`src/rtl/reduction_arbiter.sv`:
```
// Round-robin controller for a shared bitwise reduction engine: grants one requester,
// folds its multi-word payload into an accumulator and returns word + reduced bit.
module reduction_arbiter #(
    parameter int NUM_REQ    = 4,
    parameter int DATA_WIDTH = 8,
    parameter int LEN_WIDTH  = 4
) (
    input  logic                            clk,
    input  logic                            rst_n,
    input  logic [NUM_REQ-1:0]              req,
    input  logic [2*NUM_REQ-1:0]            req_op,
    input  logic [LEN_WIDTH*NUM_REQ-1:0]    req_len,
    output logic [NUM_REQ-1:0]              gnt,
    input  logic [DATA_WIDTH*NUM_REQ-1:0]   in_data,
    input  logic [NUM_REQ-1:0]              in_valid,
    output logic [NUM_REQ-1:0]              in_ready,
    output logic                            res_valid,
    input  logic                            res_ready,
    output logic [$clog2(NUM_REQ)-1:0]      res_id,
    output logic [DATA_WIDTH-1:0]           res_word,
    output logic                            res_bit,
    output logic [1:0]                      dbg_state_o
);
    localparam int IDW = $clog2(NUM_REQ);

    // Handshakes: a word moves on in_valid[i] && in_ready[i]; a result moves on
    // res_valid && res_ready. Valid never drops and payload never changes until accepted.
    typedef enum logic [1:0] {S_IDLE = 2'd0, S_BUSY = 2'd1, S_DONE = 2'd2} state_t;

    state_t                 state_q, state_d;
    logic [IDW-1:0]         rr_ptr_q, rr_ptr_d;
    logic [IDW-1:0]         winner_q, winner_d;
    logic [1:0]             op_q, op_d;
    logic [LEN_WIDTH-1:0]   len_q, len_d;
    logic [LEN_WIDTH-1:0]   cnt_q, cnt_d;
    logic [DATA_WIDTH-1:0]  acc_q, acc_d;
    logic [NUM_REQ-1:0]     gnt_q, gnt_d;
    logic [NUM_REQ-1:0]     in_ready_q, in_ready_d;
    logic                   res_valid_q, res_valid_d;
    logic [IDW-1:0]         res_id_q, res_id_d;
    logic [DATA_WIDTH-1:0]  res_word_q, res_word_d;
    logic                   res_bit_q, res_bit_d;

    logic [DATA_WIDTH-1:0]  data_a [NUM_REQ];
    logic [1:0]             op_a   [NUM_REQ];
    logic [LEN_WIDTH-1:0]   len_a  [NUM_REQ];
    logic                   found;
    logic [IDW-1:0]         pick_idx;
    logic [IDW-1:0]         cand;
    logic                   fire;
    logic                   last_word;
    logic [DATA_WIDTH-1:0]  acc_next;

    function automatic logic red_bit(input logic [DATA_WIDTH-1:0] v, input logic [1:0] op);
        case (op)
            2'b00:   red_bit = &v;
            2'b01:   red_bit = |v;
            2'b10:   red_bit = ^v;
            default: red_bit = ~^v;
        endcase
    endfunction

    always_comb begin
        for (int i = 0; i < NUM_REQ; i++) begin
            data_a[i] = in_data[i*DATA_WIDTH +: DATA_WIDTH];
            op_a[i]   = req_op[2*i +: 2];
            len_a[i]  = req_len[i*LEN_WIDTH +: LEN_WIDTH];
        end
    end

    // First set request at or above rr_ptr, wrapping around.
    always_comb begin
        found    = 1'b0;
        pick_idx = '0;
        cand     = '0;
        for (int i = 0; i < NUM_REQ; i++) begin
            cand = IDW'((int'(rr_ptr_q) + i) % NUM_REQ);
            if (!found && req[cand]) begin
                found    = 1'b1;
                pick_idx = cand;
            end
        end
    end

    assign fire      = in_ready_q[winner_q] & in_valid[winner_q];
    assign last_word = (cnt_q == len_q);

    // XNOR accumulates like XOR; only the final reduced bit differs.
    always_comb begin
        acc_next = data_a[winner_q];
        if (cnt_q != '0) begin
            case (op_q)
                2'b00:   acc_next = acc_q & data_a[winner_q];
                2'b01:   acc_next = acc_q | data_a[winner_q];
                default: acc_next = acc_q ^ data_a[winner_q];
            endcase
        end
    end

    always_ff @(posedge clk or negedge rst_n) begin
        if (!rst_n) begin
            state_q     <= S_IDLE;
            rr_ptr_q    <= '0;
            winner_q    <= '0;
            op_q        <= '0;
            len_q       <= '0;
            cnt_q       <= '0;
            acc_q       <= '0;
            gnt_q       <= '0;
            in_ready_q  <= '0;
            res_valid_q <= 1'b0;
            res_id_q    <= '0;
            res_word_q  <= '0;
            res_bit_q   <= 1'b0;
        end else begin
            state_q     <= state_d;
            rr_ptr_q    <= rr_ptr_d;
            winner_q    <= winner_d;
            op_q        <= op_d;
            len_q       <= len_d;
            cnt_q       <= cnt_d;
            acc_q       <= acc_d;
            gnt_q       <= gnt_d;
            in_ready_q  <= in_ready_d;
            res_valid_q <= res_valid_d;
            res_id_q    <= res_id_d;
            res_word_q  <= res_word_d;
            res_bit_q   <= res_bit_d;
        end
    end

    always_comb begin
        state_d = state_q;
        case (state_q)
            S_IDLE:  if (found) state_d = S_BUSY;
            S_BUSY:  if (fire && last_word) state_d = S_DONE;
            S_DONE:  if (res_valid_q && res_ready) state_d = S_IDLE;
            default: state_d = S_IDLE;
        endcase
    end

    always_comb begin
        rr_ptr_d    = rr_ptr_q;
        winner_d    = winner_q;
        op_d        = op_q;
        len_d       = len_q;
        cnt_d       = cnt_q;
        acc_d       = acc_q;
        gnt_d       = gnt_q;
        in_ready_d  = in_ready_q;
        res_valid_d = res_valid_q;
        res_id_d    = res_id_q;
        res_word_d  = res_word_q;
        res_bit_d   = res_bit_q;
        case (state_q)
            S_IDLE: begin
                if (found) begin
                    winner_d   = pick_idx;
                    op_d       = op_a[pick_idx];
                    len_d      = len_a[pick_idx];
                    cnt_d      = '0;
                    gnt_d      = NUM_REQ'(1) << pick_idx;
                    in_ready_d = NUM_REQ'(1) << pick_idx;
                    rr_ptr_d   = (pick_idx == IDW'(NUM_REQ-1)) ? '0 : pick_idx + IDW'(1);
                end
            end
            S_BUSY: begin
                if (fire) begin
                    acc_d = acc_next;
                    if (last_word) begin
                        in_ready_d  = '0;
                        res_valid_d = 1'b1;
                        res_id_d    = winner_q;
                        res_word_d  = acc_next;
                        res_bit_d   = red_bit(acc_next, op_q);
                    end else begin
                        cnt_d = cnt_q + LEN_WIDTH'(1);
                    end
                end
            end
            S_DONE: begin
                if (res_valid_q && res_ready) begin
                    gnt_d       = '0;
                    res_valid_d = 1'b0;
                end
            end
            default: ;
        endcase
    end

    assign gnt         = gnt_q;
    assign in_ready    = in_ready_q;
    assign res_valid   = res_valid_q;
    assign res_id      = res_id_q;
    assign res_word    = res_word_q;
    assign res_bit     = res_bit_q;
    assign dbg_state_o = state_q;

endmodule

```
`config.mk`:
```
export PLATFORM = sky130hd
export DESIGN_NAME = reduction_arbiter
export DESIGN_NICKNAME = d
export VERILOG_FILES = /design/src/rtl/reduction_arbiter.sv
export SDC_FILE = /design/constraint.sdc
export NUM_CORES = 1
export LEC_CHECK = 0
export ABC_AREA = 1
export CORE_UTILIZATION = 40
export CTS_BUF_LIST = sky130_fd_sc_hd__clkbuf_4
export CTS_CLUSTER_DIAMETER = 30
export DETAILED_ROUTE_END_ITERATION = 6
export GPL_ROUTABILITY_DRIVEN = 0
export GPL_TIMING_DRIVEN = 0
export HOLD_SLACK_MARGIN = 0.08
export MAX_ROUTING_LAYER = met4
export PLACE_DENSITY_LB_ADDON = 0.15
export SLEW_MARGIN = 10
export SYNTH_ARGS = -nofsm -noshare
export SYNTH_HDL_FRONTEND = slang
export SYNTH_SLANG_ARGS = --single-unit
```
`constraint.sdc`:
```
create_clock -name clk -period 2.8 [get_ports clk]
set_input_delay 0.42 -clock clk [delete_from_list [all_inputs] [get_ports clk]]
set_output_delay 0.42 -clock clk [all_outputs]
set_load 0.05 [all_outputs]
```
# --- Word-level counts from Yosys, hierarchy flattened ---
# Cells that the tools add are included.
word_totals:
  out_inout_bits: 22
  regBits: 44
  in_bits: 67
classes:
  shift: 1
  muxes: 51
  reduce_logical: 26
  add_sub_neg: 5
  n_eq_ne: 12
  magnitude_cmp: 7
  bitwise: 6
op_table:
  columns: ["op", "count"]
  rows:
  - ["4-bit two-way mux", 9]
  - ["8-bit two-way mux", 3]
  - ["4-bit one-hot mux with 2 select lines", 3]
  - ["2-bit two-way mux", 10]
  - ["8-bit binary-select mux with 2-bit select", 1]
  - ["8-bit one-hot mux with 2 select lines", 1]
  - ["2-bit by 3-bit less-than comparator with 1-bit output, second input constant", 5]
  - ["1-bit two-way mux", 13]
  - ["1-bit binary-select mux with 2-bit select", 6]
  - ["2-bit inequality test, second input constant", 6]
  - ["4-bit AND reduction", 3]
  - ["3-bit AND reduction", 3]
  - ["8-bit AND", 1]
  - ["4-bit binary-select mux with 2-bit select", 1]
  - ["8-bit OR", 1]
  - ["8-bit AND reduction", 1]
  - ["8-bit OR reduction", 1]
  - ["8-bit XNOR reduction", 1]
  - ["8-bit XOR reduction", 1]
  - ["8-bit bitwise XOR", 1]
  - ["2-bit == test, second input constant", 3]
  - ["3-bit greater-or-equal comparator, second input constant", 2]
  - ["2-bit NOT with 3-bit output", 2]
  - ["2-bit one-hot mux with 3 select lines", 1]
  - ["16 further kinds", 29]

# --- Longest topological paths before layout ---
# Gate-level depths: netlist (run 1).
logic_depth:
  word_depth: 16
  depth_mapped: 20

# --- Worst setup path before layout (run 1) ---
# Ideal clock, no wire load.
synth_timing:
  kind: "register to register"
  startpoint: "register winner_q[0]"
  endpoint: "register res_bit_q (netlist: res_bit)"
  n_path_buf: 1
  synth_period_minus_slack_ps: 2621
  stages_incl_launch_ff: 19
  slack_ps: 179
  required_ps: 2682
  arrival_time_ps: 2503
  path_cell_list: "dfrtp_1 -> clkinv_1 -> buf_2 -> nand2_1 -> nand3_1 -> nand2_1 -> ha_1 -> nor2_1 -> a211oi_1 -> o21ai_0 -> inv_1 -> ha_1 -> xnor2_1 -> xnor2_1 -> o221ai_1 -> inv_1 -> nand2_1 -> nand2_1 -> nand2_1"
synth_via:
  elab_chain_cells: 9
  word_cells_on_any_way: 20
  classes_between: "10 x mux; 5 x bitwise; 5 x reduce/logical"
synth_lines:
  columns: ["item", "line", "source"]
  rows:
  - ["start: declaration", "32", "logic [IDW-1:0] winner_q, winner_d;"]
  - ["start signal: assignment", "118", "winner_q <= winner_d;"]
  - ["2-bit NOT with 3-bit output (not written as such) (*)", null, null]
  - ["8-bit binary-select mux with 2-bit select (*)", null, null]
  - ["8-bit two-way mux (not written as such) (*) (2 in a row)", null, null]
  - ["8-bit bitwise XOR (tied with other cells)", "95", "default: acc_next = acc_q ^ data_a[winner_q];"]
  - ["8-bit one-hot mux with 2 select lines", "92", "case (op_q)"]
  - ["8-bit two-way mux (*)", "91", "if (cnt_q != '0) begin"]
  - ["named net acc_next[1]", "52", "logic [DATA_WIDTH-1:0] acc_next;"]
  - ["8-bit XNOR reduction (tied with other cells)", "59", "default: red_bit = ~^v;"]
  - ["1-bit one-hot mux with 3 select lines (*)", "55", "case (op)"]
  - ["end signal: assignment", "128", "res_bit_q <= res_bit_d;"]
  - ["end: declaration", "42", "logic res_bit_q, res_bit_d;"]
# The timed path passes the listed nets; every way through them passes the cells marked *. The select of a mux whose other input is x is not followed.
# A chain may end at the register's enable or synchronous reset.

# --- Worst setup path in the final report (run 1) ---
layout_timing:
  startpoint: "register winner_q[0]"
  endpoint: "register res_bit_q (netlist: res_bit)"
layout_via:
  elab_chain_cells: 9
  word_cells_on_any_way: 20
  classes_between: "10 x mux; 5 x bitwise; 5 x reduce/logical"
layout_lines:
  columns: ["item", "line"]
  rows:
  - ["2-bit NOT with 3-bit output (not written as such)", null]
  - ["8-bit binary-select mux with 2-bit select", null]
  - ["8-bit two-way mux (not written as such) (2 in a row)", null]
  - ["8-bit bitwise XOR (tied with other cells)", "95"]
  - ["8-bit one-hot mux with 2 select lines", "92"]
  - ["8-bit two-way mux", "91"]
  - ["8-bit XNOR reduction (tied with other cells)", "59"]
  - ["1-bit one-hot mux with 3 select lines", "55"]
# Several ways; a longest one is shown, not always the timed one. The select of a mux whose other input is x is not followed.

==> results.sh, run 1 <==
export IMPL_violations="design-rule violations"
export IMPL_avgSynthCellArea_um2=6.92
export IMPL_cp_arrival_ps=2990
export IMPL_fin_crit_sh_pct=97.0
export IMPL_grt_max_degree=34
export IMPL_num_antenna_cells=0
export IMPL_totalWireLength_mm=9.05
export IMPL_h_tree_depth=2
export IMPL_fin_ws_ps=84.4
export IMPL_grt_pass1_vias=3255
export IMPL_drt_iter0_drc=103
export IMPL_grt_util_met2_pct=40.0
export IMPL_worstPathMaxFanout=18
export IMPL_synthCells=485
export IMPL_ys_seq_area_share_pct=32.8
export IMPL_routedWlPerCell_um=13.0
export IMPL_relSlewSlack_pct=64.4
export IMPL_yosys_area_top_type="dfrtp_1"
export IMPL_firstDrtPassIters=6
export IMPL_r2r_start="winner_q[0]"
export IMPL_synthesis_nets=581
export IMPL_drtAntennaViolNets=0
export IMPL_via_per_inst=4.95
export IMPL_yosys_area_share_adder_pct=10.8
export IMPL_crit_required_ps=3070
export IMPL_cts_tree="built"
export IMPL_synthTopCellsByCount="nand2_1 (175), inv_1 (64), nand3_1 (49)"
export IMPL_area_delta_synth_final_pct=40.0
export IMPL_min_path_type="primary input to asynchronous set/reset pin"
export IMPL_fmax_mhz=368
export IMPL_coreArea_um2=8180
export IMPL_skew_ps=16.5
export IMPL_synth_mux_area_share_pct=0
export IMPL_grt_use_total_pct=21.3
export IMPL_worst_pin_slew_ps=533
export IMPL_hpwl_mm=6.79
export IMPL_drc_errors=1
export IMPL_yosys_area_share_simple_pct=34.6
export IMPL_cts_sinks=44
export IMPL_period_needed_ps=2720
export IMPL_clk_pin_slew_ps=140
export IMPL_rows=33
export IMPL_busiest_layer="met2"
export IMPL_die_x_um=93.6
export IMPL_synthArstFlopShare_pct=100
export IMPL_grt_overflow=0
export IMPL_crit_path_end_kind="flip-flop"
export IMPL_finalHoldViolations=0
export IMPL_grt_pass1_wl_mm=14.4
export IMPL_synth_area_um2=3360
export IMPL_start_kind="flip-flop"
export IMPL_ys_types=34
export IMPL_die_area_um2=8760
export IMPL_outcome="complete, but fails checks"
export IMPL_drive_gt1_share_pct=13.3
export IMPL_yosysTopAreaCellShare_pct=32.8
export IMPL_cts_buffers=5
export IMPL_setup_worst_path_start="winner_q[0]"
export IMPL_synthXorXnorAreaFrac_pct=2.09
export IMPL_antenna_found_initial=0
export IMPL_cts_buffer_depth=2
export IMPL_fp_dieH_um=93.6
export IMPL_cts_root_buf="clkbuf_4"
export IMPL_crit_type="flip-flop to flip-flop"
export IMPL_grtUsageMet1_pct=23.5
export IMPL_synth_top_family_by_area="simple AND/OR/NAND/NOR gates"
export IMPL_synth_edff_count=0
export IMPL_initial_core_util_pct=41.1
export IMPL_drv_cap=0
export IMPL_ios=89
export IMPL_synthTopCellsByArea="dfrtp_1 (33%), nand2_1 (20%), ha_1 (11%)"
export IMPL_synth_main_ff_cell="dfrtp_1"
export IMPL_route_vias_total=3452
export IMPL_gr_usage_met3_pct=3.33
export IMPL_insertion_delay_ps=360
export IMPL_slew_violations=0
export IMPL_nNetsFinal=688
export IMPL_pre_cts_slack_ps=-379
export IMPL_synth_compound_area_share_pct=9.24
export IMPL_setup_viol=0
export IMPL_synth_most_common_cell="nand2_1"
export IMPL_yosysWarnings=0
export IMPL_ys_ff_latch=44
export IMPL_io_buffer_count=88
per-stage QoR:
step                      utilization [%]  cell area [um^2]  std cells  hold slack (ps)  setup TNS [ps]
after global placement               53.4              4370        678              466            -376
after floorplan                         -              3360        485              124               0
final                                57.5              4700        698              474               0
after detailed placement             53.6              4380        679              340            -379
after CTS                            54.8              4480        688              461               0
after global routing                 57.5              4700        698              489           -66.3
worst paths after layout:
| path | end | slack, ps | cells past startpoint |
|---|---|---|---|
| hold / removal | acc_q[3] | 470 | 2 |
| min in group clk | res_id[0] | 500 | 2 |
| max in group asynchronous | winner_q[0] | 1820 | 3 |
| setup reg to reg | res_bit | 80 | 18 |
| hold reg to reg | res_id[0] | 500 | 2 |
| setup / recovery | res_bit | 80 | 18 |
registers in the layout, summed over array words and instances (netlist names):
name	cells
acc_q	8
res_bit	1
res_id	2
winner_q	2
gnt	4
len_q	4
in_ready	4
rr_ptr_q	2
res_valid	1
op_q	2
res_word	8
dbg_state_o	2
cnt_q	4
worst max-delay path, cell delays in order (launching register included):
cell and delay (ps):
dfrtp_2 480, buf_12 170, nand2_1 70, nand3_1 100, nand2_2 110, ha_1 230
nand2_1 80, o211ai_1 100, nand2_1 100, o21a_1 160, inv_1 90, ha_4 240
xnor2_4 150, xnor2_2 190, o221ai_1 140, inv_1 70, nand2_1 50, nand2_1 50
nand2_1 50
metal layers:
metal  part of all wire (%)  vias up
met5                      0        -
met4                    2.1        0
met3                    4.2       21
met2                     51       94
met1                     43     1595
li1                       -     1742
layout by cell type, fill, tap and decap left out, types with 4 or more instances in the layout:
| cell type | count |
|---|---|
| nand3b_1 | 6 |
| buf_4 | 12 |
| inv_1 | 61 |
| buf_2 | 4 |
| ha_4 | 4 |
| nand2_1 | 169 |
| nand3_2 | 4 |
| o21ai_2 | 6 |
| nand2_2 | 15 |
| nand3_1 | 47 |
| inv_2 | 6 |
| dfrtp_1 | 43 |
| o21ai_0 | 30 |
| nor2_1 | 12 |
| clkdlybuf4s50_1 | 87 |
| o211ai_1 | 6 |
| clkbuf_4 | 6 |
| ha_1 | 25 |
| buf_6 | 4 |
cells by family after synthesis:
| logic type | count (synthesis) |
|---|---|
| DFF | 44 |
| AOI/OAI and AO/OA | 55 |
| and+or+nand+nor | 265 |
| adders and majority gates | 29 |
| xor gates and xnor gates | 8 |
| buffers and inverters | 84 |
cell type report:
type / count / area, um^2
repair inverters: 1 / 5.00
clock buffers: 5 / 37.5
flip-flops and latches: 44 / 1100
inverters: 69 / 268
plain buffers: 13 / 106
multi-input cells: 357 / 2040
clock inverters: 3 / 17.5
fillers: 769 / 3470
repair buffers: 101 / 988
well taps: 105 / 131
repair_timing:
item                                   CTS  global route
gates cloned                             0             2
endpoints found under the hold margin   11             0
buffers inserted                         2             8
setup endpoints to repair                1             1
resized for setup                       17            30
pin swaps                                2            10
hold buffers                             1             0
Power of run 1 is not shown: default switching activity piles up to over one toggle a cycle in this logic, so the estimate is an artifact.
==> run 2, diff against run 1 <==
--- a/config.mk
+++ b/config.mk
@@ -14,7 +14,7 @@
 export GPL_TIMING_DRIVEN = 0
 export HOLD_SLACK_MARGIN = 0.08
 export MAX_ROUTING_LAYER = met4
-export PLACE_DENSITY_LB_ADDON = 0.15
+export PLACE_DENSITY = 0.79
 export SLEW_MARGIN = 10
 export SYNTH_ARGS = -nofsm -noshare
 export SYNTH_HDL_FRONTEND = slang
==> run 2 against run 1 <==
Effect of this change: the run now ends clean; hold slack improved by 3.2 ps; clock skew increased by 2.0 ps; core utilization increased by 0.90 points; global-route usage increased by 0.82 points; via count increased by 3.6%; flip-flop and latch count unchanged; register-to-register slack got worse by 40 ps; first-iteration DRC count increased by 54%; wire length increased by 4.5%; die area unchanged; critical endpoint unchanged.
==> results.sh, run 2 (synthesis gave the netlist of run 1 again) <==
export IMPL_whs_ps=477
export IMPL_setup_worst_path_start="winner_q[0]"
export IMPL_cts_buffer_depth=2
export IMPL_r2r_end="res_bit"
export IMPL_final_cell_mix="nand2_1 (170), clkdlybuf4s50_1 (87), inv_1 (60)"
export IMPL_route_vias_total=3577
export IMPL_cp_arrival_ps=3030
export IMPL_antenna_found_initial=0
export IMPL_fin_crit_sh_pct=98.6
export IMPL_via_per_inst=5.08
export IMPL_grt_pass1_vias=3317
export IMPL_area_delta_synth_final_pct=42.2
export IMPL_outcome="finished clean"
export IMPL_regArea_um2=1100
export IMPL_grt_pass1_wl_mm=14.9
export IMPL_worst_pin_slew_ps=507
export IMPL_coreArea_um2=8180
export IMPL_grt_overflow=0
export IMPL_period_needed_ps=2760
export IMPL_final_util_pct=58.4
export IMPL_final_common_cell="nand2_1"
export IMPL_multi_input_comb_area_um2=2040
export IMPL_fp_dieH_um=93.6
export IMPL_die_x_um=93.6
export IMPL_crit_type="flip-flop to flip-flop"
export IMPL_rrSetupSlack_ps=40
export IMPL_grt_use_total_pct=22.1
export IMPL_drtAntennaViolNets=0
export IMPL_reg2reg_depth=18
export IMPL_rows=33
export IMPL_totalWireLength_mm=9.46
export IMPL_drc_errors=0
export IMPL_firstDrtPassIters=5
export IMPL_r2r_start="winner_q[0]"
export IMPL_drive_gt1_share_pct=14.0
export IMPL_layoutNonFillerInstCount=704
export IMPL_setup_viol=0
export IMPL_fmax_mhz=362
export IMPL_hpwl_mm=6.93
export IMPL_cts_sinks=44
export IMPL_slew_violations=0
export IMPL_insertion_delay_ps=380
export IMPL_finalHoldViolations=0
export IMPL_placedCellCount=679
export IMPL_clk_pin_slew_ps=150
export IMPL_ios=89
export IMPL_min_path_type="primary input to asynchronous set/reset pin"
export IMPL_initial_core_util_pct=41.1
export IMPL_filler_cell_count=695
export IMPL_h_tree_depth=2
export IMPL_skew_ps=18.5
export IMPL_num_antenna_cells=0
export IMPL_grt_max_degree=29
export IMPL_cts_tree="built"
export IMPL_placed_area_um2=4380
export IMPL_cts_root_buf="clkbuf_4"
export IMPL_io_buffer_count=88
export IMPL_worstPathMaxFanout=10
export IMPL_crit_path_end_kind="flip-flop"
export IMPL_start_kind="flip-flop"
export IMPL_drt_iter0_drc=159
export IMPL_postLayoutCellArea_um2=4770
export IMPL_nNetsFinal=694
export IMPL_cts_buffers=5
export IMPL_drv_cap=0
export IMPL_die_area_um2=8760
export IMPL_routedWlPerCell_um=13.4
export IMPL_relSlewSlack_pct=66.1
export IMPL_crit_required_ps=3070
run 2: changes by cell type in the layout (fill, tap and decap cells not counted), moves of 2 or more:
cell / before / now
inv_4: 0 / 2
buf_4: 12 / 18
nand3_1: 47 / 49
buf_8: 0 / 2
nand3_2: 4 / 2
run 2: metal layers:
metal	up-vias	track usage, %	share of wire (%)
li1	1755	-	-
met1	1630	26.0	41
met2	161	38.9	51
met3	31	3.41	5.6
met4	0	6.79	3.2
met5	-	-	0
run 2: worst max path at each step:
stage | to
floorplan | res_bit
CTS | res_bit
global route | res_bit
detailed placement | res_bit
finish | res_bit
global placement | res_bit
run 2: through the flow:
stage / setup slack, ps / setup TNS (ps)
2_1_floorplan: 179 / 0
3_3_place_gp: -319 / -319
3_5_place_dp: -388 / -388
4_1_cts: 30.3 / 0
5_1_grt: -120 / -120
6_report: 40.3 / 0
run 2: final cells by class:
class | instances | share of cell area, %
plain buffers | 14 | 2.44
clock buffers | 5 | 0.786
multi-input cells | 357 | 42.8
well taps | 105 | 2.75
repair buffers | 107 | 21.7
clock inverters | 3 | 0.891
inverters | 69 | 5.56
flip-flops and latches | 44 | 23.1
run 2: what timing repair did:
action | 4_1_cts | 5_1_grt
cloned | 1 | 0
setup buffers | 4 | 12
resized for setup | 21 | 28
endpoints found under the setup margin | 1 | 1
hold buffers | 1 | 0
endpoints found under the hold margin | 16 | 0
pin swaps | 4 | 6
run 2: critical path, cell delays in order, from the launching register on:
cell      delay [ps]
dfrtp_2          460
inv_4            100
buf_8            130
nand2_1           50
nand3_1           60
nand2_1          100
ha_1             300
nor2_1           130
a211oi_1          70
o21ai_1          190
inv_1            130
ha_4             330
xnor2_4          130
xnor2_2          130
o221ai_1         120
inv_1             60
nand2_1           50
nand2_1           60
nand2_1           50
Power of run 2 is left out for the same reason.
==> run 3, diff against run 2 <==
--- a/config.mk
+++ b/config.mk
@@ -14,7 +14,8 @@
 export GPL_TIMING_DRIVEN = 0
 export HOLD_SLACK_MARGIN = 0.08
 export MAX_ROUTING_LAYER = met4
-export PLACE_DENSITY = 0.79
+export PLACE_DENSITY = 0.68
+export SETUP_SLACK_MARGIN = 0.5
 export SLEW_MARGIN = 10
 export SYNTH_ARGS = -nofsm -noshare
 export SYNTH_HDL_FRONTEND = slang
==> run 3 against run 2 <==
Effect of this change: setup slack improved by 55 ps; global-route usage increased by 1.2 points; wire length increased by 3.2%; critical endpoint unchanged; clock-buffer cell count unchanged.
==> results.sh, run 3 (synthesis gave the netlist of run 1 again) <==
export IMPL_filler_cell_count=719
export IMPL_crit_required_ps=3090
export IMPL_placed_area_um2=4410
export IMPL_grt_pass1_vias=3598
export IMPL_worstPathMaxFanout=6
export IMPL_layoutNonFillerInstCount=726
export IMPL_num_antenna_cells=0
export IMPL_fp_dieH_um=93.6
export IMPL_period_needed_ps=2700
export IMPL_drtAntennaViolNets=0
export IMPL_grt_overflow=0
export IMPL_initial_core_util_pct=41.1
export IMPL_rsz0062_at_grt="yes"
export IMPL_relSlewSlack_pct=65.4
export IMPL_gr_usage_met3_pct=3.41
export IMPL_drt_iter0_drc=113
export IMPL_routedWlPerCell_um=13.4
export IMPL_skew_ps=22.3
export IMPL_antenna_found_initial=0
export IMPL_busiest_layer="met2"
export IMPL_cts_root_buf="clkbuf_4"
export IMPL_final_common_cell="nand2_1"
export IMPL_cts_buffers=5
export IMPL_min_path_type="primary input to asynchronous set/reset pin"
export IMPL_h_tree_depth=2
export IMPL_coreArea_um2=8180
export IMPL_totalWireLength_mm=9.76
export IMPL_grt_pass1_wl_mm=15.8
export IMPL_drive_gt1_share_pct=21.9
export IMPL_route_vias_total=3624
export IMPL_die_x_um=93.6
export IMPL_cts_buffer_depth=2
export IMPL_ios=89
export IMPL_insertion_delay_ps=380
export IMPL_crit_path_end_kind="flip-flop"
export IMPL_placedCellCount=679
export IMPL_via_per_inst=4.99
export IMPL_rows=33
export IMPL_fin_crit_sh_pct=96.6
export IMPL_finalHoldViolations=0
export IMPL_nNetsFinal=716
export IMPL_setup_viol=0
export IMPL_drc_errors=0
export IMPL_fmax_mhz=370
export IMPL_io_buffer_count=88
export IMPL_grt_max_degree=28
export IMPL_firstDrtPassIters=5
export IMPL_worst_pin_slew_ps=517
export IMPL_die_area_um2=8760
export IMPL_postLayoutCellArea_um2=5130
export IMPL_grtUsageMet1_pct=25.8
export IMPL_outcome="finished clean"
export IMPL_multi_input_comb_area_um2=2180
export IMPL_grt_util_met2_pct=42.7
export IMPL_drv_cap=0
export IMPL_cts_sinks=44
export IMPL_hpwl_mm=6.81
export IMPL_clk_pin_slew_ps=160
export IMPL_cp_arrival_ps=3000
export IMPL_cts_tree="built"
export IMPL_grt_use_total_pct=23.3
export IMPL_regArea_um2=1100
export IMPL_fin_setup_tns_ps=0
export IMPL_area_delta_synth_final_pct=52.7
export IMPL_crit_type="flip-flop to flip-flop"
export IMPL_slew_violations=0
export IMPL_final_cell_mix="nand2_1 (157), clkdlybuf4s50_1 (87), inv_1 (59)"
export IMPL_start_kind="flip-flop"
==> run 3: cell types whose count changed in the layout (fill, tap and decap cells not counted), moves of 4 or more <==
cell     before  now
buf_4        18   33
ha_1         25   18
ha_2          0    4
nand2_1     170  157
nand2_2      14   24
nand3_1      49   42
nand3_2       2    9
==> run 3: final cells by class <==
| class | instances | area share, % |
|---|---|---|
| Buffer | 15 | 2.49 |
| Sequential cell | 44 | 21.5 |
| Tap cell | 105 | 2.56 |
| Timing Repair Buffer | 128 | 24.6 |
| Clock buffer | 5 | 0.732 |
| Multi-Input combinational cell | 357 | 42.5 |
| Clock inverter | 3 | 0.415 |
| Inverter | 69 | 5.22 |
==> run 3: metrics by stage <==
stage	util [%]	setup slack (ps)	hold slack, ps
final	62.7	95.3	489
after global routing	62.7	-92.1	518
after CTS	61.0	133	494
after detailed placement	53.9	-313	382
after global placement	53.7	-244	468
after floorplan	-	293	124
==> run 3: repair_timing <==
item | 4_1_cts | 5_1_grt
cloned | 2 | 1
pin swaps | 31 | 14
endpoints found under the setup margin | 1 | 4
buffers inserted | 33 | 2
gates resized for setup | 54 | 20
hold endpoints to repair | 17 | 0
hold buffers | 1 | 0
==> run 3: path summary, 6_finish.rpt <==
check                            start  cells past startpoint  slack, ps             end
max                        winner_q[0]                     19        100         res_bit
min                              rst_n                      2        490        acc_q[6]
max reg2reg                winner_q[0]                     19        100         res_bit
min reg2reg                   len_q[0]                      2        520        len_q[0]
max in group asynchronous        rst_n                      3       1790  dbg_state_o[1]
min in group clk              len_q[0]                      2        520        len_q[0]
==> run 3: critical path, stage by stage, from the launching register on <==
cell      delay, ps
dfrtp_1         430
buf_6           140
inv_8            60
buf_8           100
buf_6           110
nand2_2          50
nand3_2          90
nand2_4          80
ha_4            240
nand2_2          60
o211ai_1        110
o21ai_2         220
ha_4            250
xnor2_4         170
xnor2_2         140
o221ai_1        140
inv_1            80
nand2_1          50
nand2_1          50
nand2_1          50
==> run 3: routing by layer <==
layer,share of wire [%],up-vias
li1,-,1798
met1,40,1665
met2,53,136
met3,5.5,25
met4,2.2,0
met5,0,-
Power of run 3 is left out for the same reason.
